$ cat config.mk
export PLATFORM = sky130hd
export DESIGN_NAME = pcie_tl_rx_buf
export DESIGN_NICKNAME = d
export VERILOG_FILES = /design/src/rtl/pcie_tl_rx_buf.sv
export SDC_FILE = /design/constraint.sdc
export NUM_CORES = 1
export LEC_CHECK = 0
export ABC_AREA = 0
export CORE_ASPECT_RATIO = 1.25
export CORE_MARGIN = 3
export CORE_UTILIZATION = 40
export CTS_BUF_LIST = sky130_fd_sc_hd__clkbuf_16
export CTS_CLUSTER_SIZE = 28
export DETAILED_ROUTE_END_ITERATION = 12
export SYNTH_ARGS = -nofsm -noshare
export SYNTH_HDL_FRONTEND = slang
export SYNTH_SLANG_ARGS = --single-unit
$ cat constraint.sdc
create_clock -name clk -period 39.5 [get_ports clk]
set_input_delay 11.85 -clock clk [delete_from_list [all_inputs] [get_ports clk]]
set_output_delay 11.85 -clock clk [all_outputs]
set_load 0.01 [all_outputs]
$ cat src/rtl/pcie_tl_rx_buf.sv
// PCIe transaction-layer receive buffer with header flow-control credit tracking.
// A FIFO holds incoming TLPs; freed slots are advertised to the link partner through InitFC/UpdateFC requests.
module pcie_tl_rx_buf #(
    parameter int TLP_W          = 128,
    parameter int DEPTH          = 8,
    parameter int UPDATE_THRESH  = 4,
    parameter int UPDATE_TIMEOUT = 64
) (
    input  logic             clk,
    input  logic             rst,
    input  logic             tlp_valid_i,
    input  logic [TLP_W-1:0] tlp_i,
    output logic             tlp_ready_o,
    output logic             app_valid_o,
    output logic [TLP_W-1:0] app_tlp_o,
    input  logic             app_ready_i,
    output logic             fc_update_valid_o,
    output logic [7:0]       fc_hdr_credits_o,
    input  logic             fc_update_ready_i,
    output logic             fc_init_done_o,
    output logic             overflow_o
);

    localparam int AW = $clog2(DEPTH);
    localparam int CW = AW + 1;
    localparam int TW = $clog2(UPDATE_TIMEOUT + 1);
    localparam logic [7:0] DEPTH_CRED = 8'(DEPTH % 256);

    typedef enum logic [1:0] {INIT, IDLE, UPDATE} state_t;

    state_t           state, state_next;
    logic [TLP_W-1:0] mem [DEPTH];
    logic [AW-1:0]    wr_ptr, rd_ptr;
    logic [CW-1:0]    count;
    logic [CW-1:0]    pending;
    logic [TW-1:0]    timer;
    logic [7:0]       alloc;
    logic [7:0]       credits;
    logic             init_done;
    logic             overflow;
    logic             full, empty, push, pop;
    logic             fc_valid_raw, enter_update;

    assign full  = (count == CW'(DEPTH));
    assign empty = (count == '0);

    // Outputs are forced to their idle values while reset is held
    assign tlp_ready_o       = !rst && !full && init_done;
    assign app_valid_o       = !rst && !empty;
    assign app_tlp_o         = app_valid_o ? mem[rd_ptr] : '0;
    assign fc_update_valid_o = !rst && fc_valid_raw;
    assign fc_hdr_credits_o  = rst ? 8'd0 : credits;
    assign fc_init_done_o    = init_done;
    assign overflow_o        = overflow;

    assign push         = tlp_valid_i && tlp_ready_o;
    assign pop          = app_valid_o && app_ready_i;
    assign enter_update = (state == IDLE) && (state_next == UPDATE);

    always_ff @(posedge clk) begin
        if (push) begin
            mem[wr_ptr] <= tlp_i;
        end
    end

    always_ff @(posedge clk) begin
        if (rst) begin
            wr_ptr   <= '0;
            rd_ptr   <= '0;
            count    <= '0;
            overflow <= 1'b0;
        end else begin
            if (push) begin
                wr_ptr <= wr_ptr + AW'(1);
            end
            if (pop) begin
                rd_ptr <= rd_ptr + AW'(1);
            end
            case ({push, pop})
                2'b10:   count <= count + CW'(1);
                2'b01:   count <= count - CW'(1);
                default: count <= count;
            endcase
            // A TLP offered while full means the partner ignored our credits
            if (tlp_valid_i && full) begin
                overflow <= 1'b1;
            end
        end
    end

    always_ff @(posedge clk) begin
        if (rst) begin
            state     <= INIT;
            init_done <= 1'b0;
            alloc     <= DEPTH_CRED;
            credits   <= DEPTH_CRED;
            pending   <= '0;
            timer     <= '0;
        end else begin
            state <= state_next;
            if (state == INIT && fc_update_ready_i) begin
                init_done <= 1'b1;
            end
            if (pop) begin
                alloc <= alloc + 8'd1;
            end
            // The advertised value excludes a pop landing in the same cycle; that pop stays pending
            if (enter_update) begin
                credits <= alloc;
                pending <= pop ? CW'(1) : '0;
                timer   <= '0;
            end else begin
                if (pop && pending != CW'(DEPTH)) begin
                    pending <= pending + CW'(1);
                end
                if (state == IDLE && pending != '0 && timer != TW'(UPDATE_TIMEOUT)) begin
                    timer <= timer + TW'(1);
                end
            end
        end
    end

    always_comb begin
        state_next   = state;
        fc_valid_raw = 1'b0;
        case (state)
            INIT: begin
                fc_valid_raw = 1'b1;
                if (fc_update_ready_i) begin
                    state_next = IDLE;
                end
            end
            IDLE: begin
                if (pending >= CW'(UPDATE_THRESH) || timer >= TW'(UPDATE_TIMEOUT)) begin
                    state_next = UPDATE;
                end
            end
            UPDATE: begin
                fc_valid_raw = 1'b1;
                if (fc_update_ready_i) begin
                    state_next = IDLE;
                end
            end
            default: state_next = INIT;
        endcase
    end

endmodule

### Word level (Yosys, flattened, before mapping)

Memory sizes are Yosys's and may differ from the RTL's. A register that Yosys moved wholly into a read port is not among the register bits.
Cells that the tools add are included.

| storage, ports and cells | value |
|---|---|
| output and inout bits | 141 |
| memories kept | 1 |
| register bits after elaboration | 41 |
| memory bits (writable) | 1024 |

Memory list:

| name | words | width | rd ports | clocked after Yosys merged registers in | wr ports | line | RTL |
|---|---|---|---|---|---|---|---|
| mem | 8 | 128 | 1 | 1 | 1 | 32 | `logic [TLP_W-1:0] mem [DEPTH];` |

| cells by class | value |
|---|---|
| $lt $le $gt $ge | 2 |
| reduce and logical (&&, ||, !) cells | 23 |
| muxes and demuxes | 14 |
| add/sub/neg operators | 7 |
| equal/unequal tests | 8 |

Operators with widths:

| operator | number |
|---|---|
| $mux W128 | 1 |
| $logic_and A1 B1 Y1 | 12 |
| $add A4 B1 Y4 const B | 2 |
| $add A8 B1 Y8 const B | 1 |
| $mux W4 | 2 |
| $mux W8 | 1 |
| $pmux W4 S2 | 1 |
| $add A7 B1 Y7 const B | 1 |
| $ge A7 B7 Y1 const B | 1 |
| $ne A7 B7 Y1 const B | 1 |
| $add A3 B1 Y3 const B | 2 |
| $eq A2 B2 Y1 const B | 3 |
| $mux W3 | 2 |
| $eq A2 B1 Y1 const B | 2 |
| $eq A4 B4 Y1 const B | 1 |
| $ge A4 B3 Y1 const B | 1 |
| $logic_not A4 Y1 | 1 |
| $mux W1 | 4 |
| $mux W2 | 2 |
| $ne A4 B4 Y1 const B | 1 |
| $pmux W2 S2 | 1 |
| $reduce_bool A2 Y1 | 2 |
| $reduce_bool A4 Y1 | 1 |
| $reduce_or A2 Y1 | 2 |
| other kinds (4) | 6 |

### Logic depth before layout (Yosys ltp)

Gate-level depths: netlist of run 1.

| logic depth | value |
|---|---|
| depth in word-level cells | 7 |
| gate-level depth with buffers | 11 |
| depth with buffers taken out | 10 |

### Least setup slack after synthesis of run 1

Ideal clock, no wire load.

| timing path | value |
|---|---|
| kind | in2out |
| from | input port rst |
| to | output port fc_update_valid_o |
| cell stages on the path | 4 |
| data arrival time | 12764 ps |
| path buffers | 3 |
| required time | 27650 ps |
| setup slack | 14886 ps |
| cell sequence | clkbuf_1 > clkbuf_1 > buf_1 > nor2_1 |

| on the way | value |
|---|---|
| word-level cells in the longest chain between the ends | 2 |

Ends and longest elaborated chain:

| element | line | RTL |
|---|---|---|
| start, declared | 10 | `input logic rst,` |
| $logic_not A1 Y1 | 51 | `assign fc_update_valid_o = !rst && fc_valid_raw;` |
| $logic_and A1 B1 Y1 | 51 |  |
| end, declared | 17 | `output logic fc_update_valid_o,` |

No other way between the ends.

### Worst setup path in the final report of run 1

| timing path | value |
|---|---|
| from | input port rst |
| to | output port app_tlp_o[7] |

| on the way | value |
|---|---|
| word-level cells in the longest chain between the ends | 3 |

Ends and longest elaborated chain:

| element | line | RTL |
|---|---|---|
| $logic_not A1 Y1 | 49 | `assign app_valid_o = !rst && !empty;` |
| $logic_and A1 B1 Y1 | 49 |  |
| $mux W128 | 50 | `assign app_tlp_o = app_valid_o ? mem[rd_ptr] : '0;` |
| end, declared | 15 | `output logic [TLP_W-1:0] app_tlp_o,` |

No other way between the ends.

==> qor.log, run 1 <==
INFO  status         status=complete, no violations
INFO  yosys          synth_enable_flop_cells=1024
INFO  global_route   grt.met3_usage=3.29%
INFO  global_route   global_route.overflow_total=0
INFO  min_path       holdCritPathClass=register to register
INFO  finish         nets=2323
INFO  cts            cts_hold_buffers=0
INFO  yosys          ys.warnings.count=0
INFO  min_path       min_to=credits[2]$_SDFFE_PP0P_
INFO  yosys          syn_area=41400µm²
INFO  worst_setup_path worst_reg2reg_setup_slack=35.73ns
INFO  worst_setup_path timing.reg2reg.worst_path_depth=6
INFO  yosys          synthesis.area_per_instance=22.2µm²
INFO  sta            worst_hold_slack=0.460ns
INFO  cts            post_cts.resized_instances=0
INFO  route          routed_via_density=5.25
INFO  sta            achievable-frequency=37.5MHz
INFO  die            initial_core_util=40.4%
INFO  sta            finalCritPeriodShare=67.5%
INFO  global_route   grt_util_met2=28.2%
INFO  yosys          mappedNetlistNets=2011
INFO  global_route   global_route.usage.total=16.4%
INFO  finish         finalInstanceArea=48700µm²
INFO  sta            slew_viol_final=0
INFO  cts            cts.htree.levels=3
INFO  sta            layout_min_cycle_time=26.65ns
INFO  worst_setup_path timing.critical_path.arrival=14.80ns
INFO  yosys          synth_ff_type=sky130_fd_sc_hd__edfxtp_1
INFO  sta            finalHoldViolations=0
INFO  pwr            power_density=46.7nW/µm²
INFO  cts            clock_insertion_delay_worst_skew=0.67ns
INFO  cts            cts_max_path_buffers=3
INFO  global_route   initial_antenna_violation_count=11
INFO  worst_setup_path reg2reg_from=count[1]$_SDFFE_PP0P_
INFO  sta            setup_viol=0
INFO  route          drt-wirelength-per-cell=24.3µm
INFO  worst_setup_path startpoint_type=primary input
INFO  die            coreArea=102000µm²
INFO  die            die_x=294µm
INFO  finish         nFillCells=8329
INFO  placement      place.port_buffers=273
INFO  cts            number_of_cts_inserted_buffers=103
INFO  finish         syn2layout_area_growth=17.5%
INFO  die            io_pins=274
INFO  worst_setup_path worst_ep_required_time=27.65ns
INFO  die            std_cell_rows=131
INFO  global_route   grt_pass1_vias=20400
INFO  die            die_area=107000µm²
INFO  route          drt_wl_total=87.5mm
INFO  pwr            power_leakage=14.5nW
INFO  yosys          register_bit_count_reported_by_yosys=1068
INFO  yosys          netlist-cell-type-count=48
INFO  route          final_antenna_net_count=0
INFO  worst_setup_path r2r_end=mem[4][28]$_DFFE_PP_
INFO  worst_setup_path critical_path.max_fanout=53
INFO  route          vias=18900
INFO  yosys          fraction_of_registers_with_async_set_reset=0%
INFO  die            die_h=366µm
INFO  global_route   grt_first_pass_wirelength=132mm
INFO  min_path       worstHoldPathCells=2
INFO  sta            timing.max_slew.rel_slack=24.1%
INFO  min_path       hold_path_startpoint=credits[2]$_SDFFE_PP0P_
INFO  route          drt-pass1-iter-count=5
INFO  global_route   grt_start_max_net_pins=153
INFO  sta            fin_setup_tns=0ns
INFO  finish         drive_gt1_share=24.6%
INFO  global_route   grt_util_met1=21.4%
INFO  cts            post-cts-setup-buffer-count=0
INFO  worst_setup_path timing_worst_setup_path_type=primary input to output pin
INFO  worst_setup_path critPathCaptureType=output pin
INFO  yosys          yosysSeqAreaShare=76.4%
INFO  placement      routabilityCongestion=0.725
INFO  route          detail_route.iter0.violations=1174
INFO  route          drcViolationCount=0
INFO  sta            finClkSkew=0.0273ns
INFO  yosys          synthesis.instances=1868
INFO  global_route   gr-max-usage-layer=met2
INFO  placement      dp.final_hpwl=46.4mm
INFO  cts            cts_tree=built
INFO  placement      placement_stage_cell_area=45400µm²
INFO  run            drv_cap=0
INFO  cts            ctsRootBufferMaster=sky130_fd_sc_hd__clkbuf_16
INFO  cts            clock-sinks=1068
INFO  sta            rsz0062_at_grt=no
INFO  cts            path_clk_slew=0.06ns
INFO  pwr            power.ir.vdd_worst=0.0000342V
INFO  sta            worst_slew_pin_slew=1.14ns
==> cell families (layout without fill, tap and decap cells) <==
logic type	Yosys count	count (layout)	share of synthesized area, %
DFF	1068	1068	76.4
muxes	389	389	17.1
and+or+nand+nor	254	254	3.42
buffers and inverters	102	500	1.97
AOI/OAI and AO/OA	25	25	0.360
xor gates and xnor gates	20	20	0.423
adders and majority gates	10	10	0.302
other	0	8	0
==> per-stage QoR <==
step | worst slack, ns | utilization, % | total power [mW] | std cells
final | 12.85 | 47.5 | 2.27 | 3604
after global routing | 12.68 | 47.5 | 2.35 | 3598
after CTS | 12.82 | 47.5 | 2.30 | 3596
after detailed placement | 12.83 | 44.3 | 1.35 | 3405
after global placement | 12.83 | 44.3 | 1.34 | 3405
after floorplan | 14.89 | - | 1.31 | 1868
==> power by group <==
group	internal (mW)	total, mW	switching, mW
sequential	1.24	1.25	0.00200
clock	0.535	0.950	0.415
combinational	0.0358	0.0750	0.0392
==> Yosys cell counts, drive strengths merged, types with 6 or more instances <==
cell type	instances	area [µm²]
a21oi	14	70.1
buf	78	724
clkbuf	18	67.6
dfxtp	44	881
edfxtp	1024	30700
ha	10	125
inv	6	22.5
mux2i	132	1320
mux4	256	5770
nand2	27	101
nand2b	10	70.1
nand3	9	45.0
nor2	161	857
nor2b	14	87.6
nor3	8	40.0
xnor2	10	87.6
xor2	10	87.6
==> routing by layer <==
layer  wire length, µm  vias to the layer above
met5                36                        -
met4              1390                        6
met3              4120                      112
met2             45200                      388
met1             36700                    10100
li1                  -                     8313
==> worst max path at each step <==
stage                     slack, ns  from                end
after floorplan               14.89   rst  fc_update_valid_o
after global placement        12.83   rst       app_tlp_o[7]
after detailed placement      12.83   rst       app_tlp_o[7]
after CTS                     12.82   rst       app_tlp_o[7]
after global routing          12.68   rst       app_tlp_o[7]
final                         12.85   rst       app_tlp_o[7]
==> registers in the layout, summed over array words and instances (netlist names), named ones only <==
register        flops
alloc               8
count               4
credits             8
fc_init_done_o      1
mem              1024
overflow_o          1
pending             4
rd_ptr              3
state               2
timer               7
wr_ptr              3
==> worst max-delay path: stages <==
cell and delay, ns:
sky130_fd_sc_hd__clkdlybuf4s50_1 0.45, sky130_fd_sc_hd__buf_4 0.40, sky130_fd_sc_hd__nand2b_4 0.52, sky130_fd_sc_hd__buf_4 0.69
sky130_fd_sc_hd__nor2_1 0.23, sky130_fd_sc_hd__clkdlybuf4s50_1 0.56
==> final cells by class <==
type	count	area, µm²	area share (%)
multi-input cells	698	9010	18.5
flip-flops and latches	1068	31600	65.0
well taps	1330	1660	3.42
repair buffers	303	3030	6.23
diodes	8	20.0	0.0411
clock inverters	88	696	1.43
clock buffers	103	2580	5.30
inverters	6	22.5	0.0463
==> placed cells by master, fill, tap and decap left out, types with 14 or more instances in the layout <==
cell | synthesis | layout
sky130_fd_sc_hd__buf_4 | 4 | 24
sky130_fd_sc_hd__inv_1 | 5 | 17
sky130_fd_sc_hd__clkinv_1 | 0 | 27
sky130_fd_sc_hd__mux4_2 | 256 | 256
sky130_fd_sc_hd__nor2_1 | 60 | 56
sky130_fd_sc_hd__mux2i_1 | 132 | 132
sky130_fd_sc_hd__edfxtp_1 | 1024 | 1024
sky130_fd_sc_hd__nor2_2 | 101 | 101
sky130_fd_sc_hd__nor2b_1 | 14 | 14
sky130_fd_sc_hd__dfxtp_1 | 44 | 41
sky130_fd_sc_hd__a21oi_1 | 14 | 14
sky130_fd_sc_hd__clkinv_2 | 0 | 25
sky130_fd_sc_hd__clkbuf_16 | 0 | 103
sky130_fd_sc_hd__nand2_1 | 27 | 27
sky130_fd_sc_hd__clkdlybuf4s50_1 | 0 | 273
Power figures use the tool's default switching activity.
==> run 2: changes to the inputs <==
Clock period 39.5 ns to 24 ns, I/O delays scaled along.
==> run 2 against run 1 <==
Global-route usage about the same. Die area unchanged. Sequential power grew 64%. Clock power is 63% higher. First-iteration DRC count grew 13%. Critical endpoint is now app_tlp_o[122]. Via count increased by 0.27%. Hold slack improved by 0.0034 ns. Total power grew 64%. Sequential share of layout area barely moved. Critical path depth unchanged. Highest routed layer unchanged. Largest cell class unchanged. Cell count hardly changed. Combinational power is 63% higher.
==> qor.log, run 2 (synthesis gave the netlist of run 1 again) <==
INFO  cts            cts_hold_buffers=0
INFO  worst_setup_path gate_family_responsible_for_the_most_delay_along_the_worst_path=buffers and inverters
INFO  die            initial_core_util=40.4%
INFO  cts            path_clk_slew=0.06ns
INFO  global_route   grt_first_pass_wirelength=132mm
INFO  worst_setup_path critical_path.max_fanout=56
INFO  placement      dp.final_hpwl=46.1mm
INFO  sta            worst_slew_pin_slew=1.10ns
INFO  worst_setup_path timing_worst_setup_path_type=primary input to output pin
INFO  finish         syn2layout_area_growth=17.5%
INFO  min_path       holdCritPathClass=register to register
INFO  worst_setup_path critical_path.max_stage_delay=0.73ns
INFO  worst_setup_path setup.worst_path.end=app_tlp_o[122]
INFO  global_route   grt_util_met1=21.2%
INFO  global_route   grt_start_max_net_pins=143
INFO  worst_setup_path worst_ep_required_time=16.80ns
INFO  finish         nets=2323
INFO  pwr            fin_total_pwr=3.73mW
INFO  placement      dp.cells=3403
INFO  global_route   initial_antenna_violation_count=12
INFO  cts            number_of_cts_inserted_buffers=105
INFO  placement      routabilityCongestion=0.737
INFO  worst_setup_path crit_chain=clkdlybuf4s50_1 -> buf_4 -> nand2b_4 -> buf_4 -> nor2_1 -> clkdlybuf4s50_1
INFO  die            coreArea=102000µm²
INFO  worst_setup_path critPathBufInv=4
INFO  pwr            power.ir.vdd_worst=0.0000526V
INFO  global_route   gr-max-usage-layer=met2
INFO  run            drv_cap=0
INFO  sta            slew_viol_final=0
INFO  worst_setup_path reg2reg_from=count[1]$_SDFFE_PP0P_
INFO  route          drcViolationCount=0
INFO  sta            finalCritPeriodShare=72.1%
INFO  sta            timing.max_slew.rel_slack=26.7%
INFO  finish         nFillCells=8338
INFO  placement      place.port_buffers=273
INFO  global_route   global_route.usage.total=16.4%
INFO  die            die_h=366µm
INFO  worst_setup_path r2r_end=mem[5][75]$_DFFE_PP_
INFO  worst_setup_path critPathCaptureType=output pin
INFO  die            die_area=107000µm²
INFO  pwr            power_leakage=14.5nW
INFO  sta            fin_setup_tns=0ns
INFO  global_route   global_route.overflow_total=0
INFO  cts            post_cts.resized_instances=0
INFO  worst_setup_path timing.reg2reg.worst_path_depth=6
INFO  sta            finClkSkew=0.0233ns
INFO  cts            clock_insertion_delay_worst_skew=0.65ns
INFO  die            io_pins=274
INFO  cts            post-cts-setup-buffer-count=0
INFO  sta            achievable-frequency=57.8MHz
INFO  sta            rsz0062_at_grt=no
INFO  worst_setup_path timing.critical_path.arrival=10.09ns
INFO  global_route   grt.met3_usage=3.37%
INFO  route          drt_wl_total=87.3mm
INFO  finish         post_layout_nonfiller_instances=3602
INFO  status         status=complete, no violations
INFO  placement      placement_stage_cell_area=45400µm²
INFO  sta            finalHoldViolations=0
INFO  die            die_x=294µm
INFO  worst_setup_path timing.critical_path.from=rst
INFO  placement      detailedPlace.worstSlack=6.71ns
INFO  global_route   grt_pass1_vias=20700
INFO  cts            clock-sinks=1068
INFO  pwr            power_density=76.6nW/µm²
INFO  route          routed_via_density=5.26
INFO  global_route   grt_util_met2=27.9%
INFO  sta            layout_min_cycle_time=17.29ns
INFO  cts            cts.htree.levels=3
INFO  finish         mostFrequentLayoutCells=sky130_fd_sc_hd__edfxtp_1, sky130_fd_sc_hd__clkdlybuf4s50_1, sky130_fd_sc_hd__mux4_2, sky130_fd_sc_hd__mux2i_1, sky130_fd_sc_hd__clkbuf_16
INFO  cts            cts_tree=built
INFO  finish         max_flop_register=mem
INFO  worst_setup_path worst_reg2reg_setup_slack=20.47ns
INFO  worst_setup_path startpoint_type=primary input
INFO  finish         layout_top_registers=mem x1024, alloc x8, credits x8
INFO  finish         finalInstanceArea=48700µm²
INFO  worst_setup_path crit_cells=6
INFO  route          drt-pass1-iter-count=6
INFO  route          final_antenna_net_count=0
INFO  die            std_cell_rows=131
INFO  route          vias=19000
INFO  cts            cts_max_path_buffers=3
INFO  route          drt-wirelength-per-cell=24.2µm
INFO  route          detail_route.iter0.violations=1326
INFO  finish         largest_register_ffs=1024
INFO  sta            setup_viol=0
INFO  worst_setup_path crit_path_top_delay_cell=sky130_fd_sc_hd__buf_4
INFO  sta            final_critical_path_setup_slack=6.71ns
INFO  finish         drive_gt1_share=24.0%
INFO  cts            ctsRootBufferMaster=sky130_fd_sc_hd__clkbuf_16
INFO  finish         final_common_cell=sky130_fd_sc_hd__edfxtp_1
-- run 2: changes by cell type in the layout (fill, tap and decap cells not counted), sizes merged --
cell      change
bufinv        -2
inv           +7
diode         +1
buf           -2
clkinv       -12
clkinvlp      +1
clkbuf        +5
-- run 2: final cells by class --
cell class / count / area (µm²) / share of cell area (%)
diodes: 9 / 22.5 / 0.0463
flip-flops and latches: 1068 / 31600 / 65.0
clock inverters: 82 / 559 / 1.15
inverters: 6 / 22.5 / 0.0463
repair buffers: 301 / 3030 / 6.23
well taps: 1330 / 1660 / 3.42
clock buffers: 108 / 2700 / 5.55
multi-input cells: 698 / 9010 / 18.5
-- run 2: through the flow --
stage,hold slack [ns],utilization (%)
2_1_floorplan,0.432,-
3_3_place_gp,0.448,44.3
3_5_place_dp,0.453,44.3
4_1_cts,0.466,47.5
5_1_grt,0.495,47.5
6_report,0.464,47.5
-- run 2: worst min-delay path by stage --
| stage | cells past startpoint | end | slack, ns | startpoint |
|---|---|---|---|---|
| final | 2 | credits[4]$_SDFFE_PP0P_ | 0.46 | credits[4]$_SDFFE_PP0P_ |
| after global routing | 2 | credits[6]$_SDFFE_PP0P_ | 0.50 | credits[6]$_SDFFE_PP0P_ |
| after CTS | 2 | credits[4]$_SDFFE_PP0P_ | 0.47 | credits[4]$_SDFFE_PP0P_ |
| after detailed placement | 2 | credits[7]$_SDFFE_PP0P_ | 0.45 | credits[7]$_SDFFE_PP0P_ |
| after global placement | 2 | credits[6]$_SDFFE_PP0P_ | 0.45 | credits[6]$_SDFFE_PP0P_ |
| after floorplan | 2 | credits[0]$_SDFFE_PP0P_ | 0.43 | credits[0]$_SDFFE_PP0P_ |
-- run 2: worst register-to-register path: cells and delay by family, from the launching register on --
kind / cells / cell delay [ns]
and+or+nand+nor: 4 / 0.97
DFF: 1 / 0.56
buffers and inverters: 2 / 1.59
-- run 2: layer usage --
layer / vias up / part of all wire, %
met5: - / 0.062
met4: 8 / 2.0
met3: 128 / 5.1
met2: 411 / 52
met1: 10100 / 41
li1: 8314 / -
-- run 2: where the power goes --
part | internal [mW] | leakage, nW | switching, mW | total [mW]
Clock | 0.885 | 1.68 | 0.666 | 1.55
Combinational | 0.0590 | 3.27 | 0.0634 | 0.122
Sequential | 2.05 | 9.57 | 0.00449 | 2.05
Total | 2.99 | 14.5 | 0.734 | 3.73
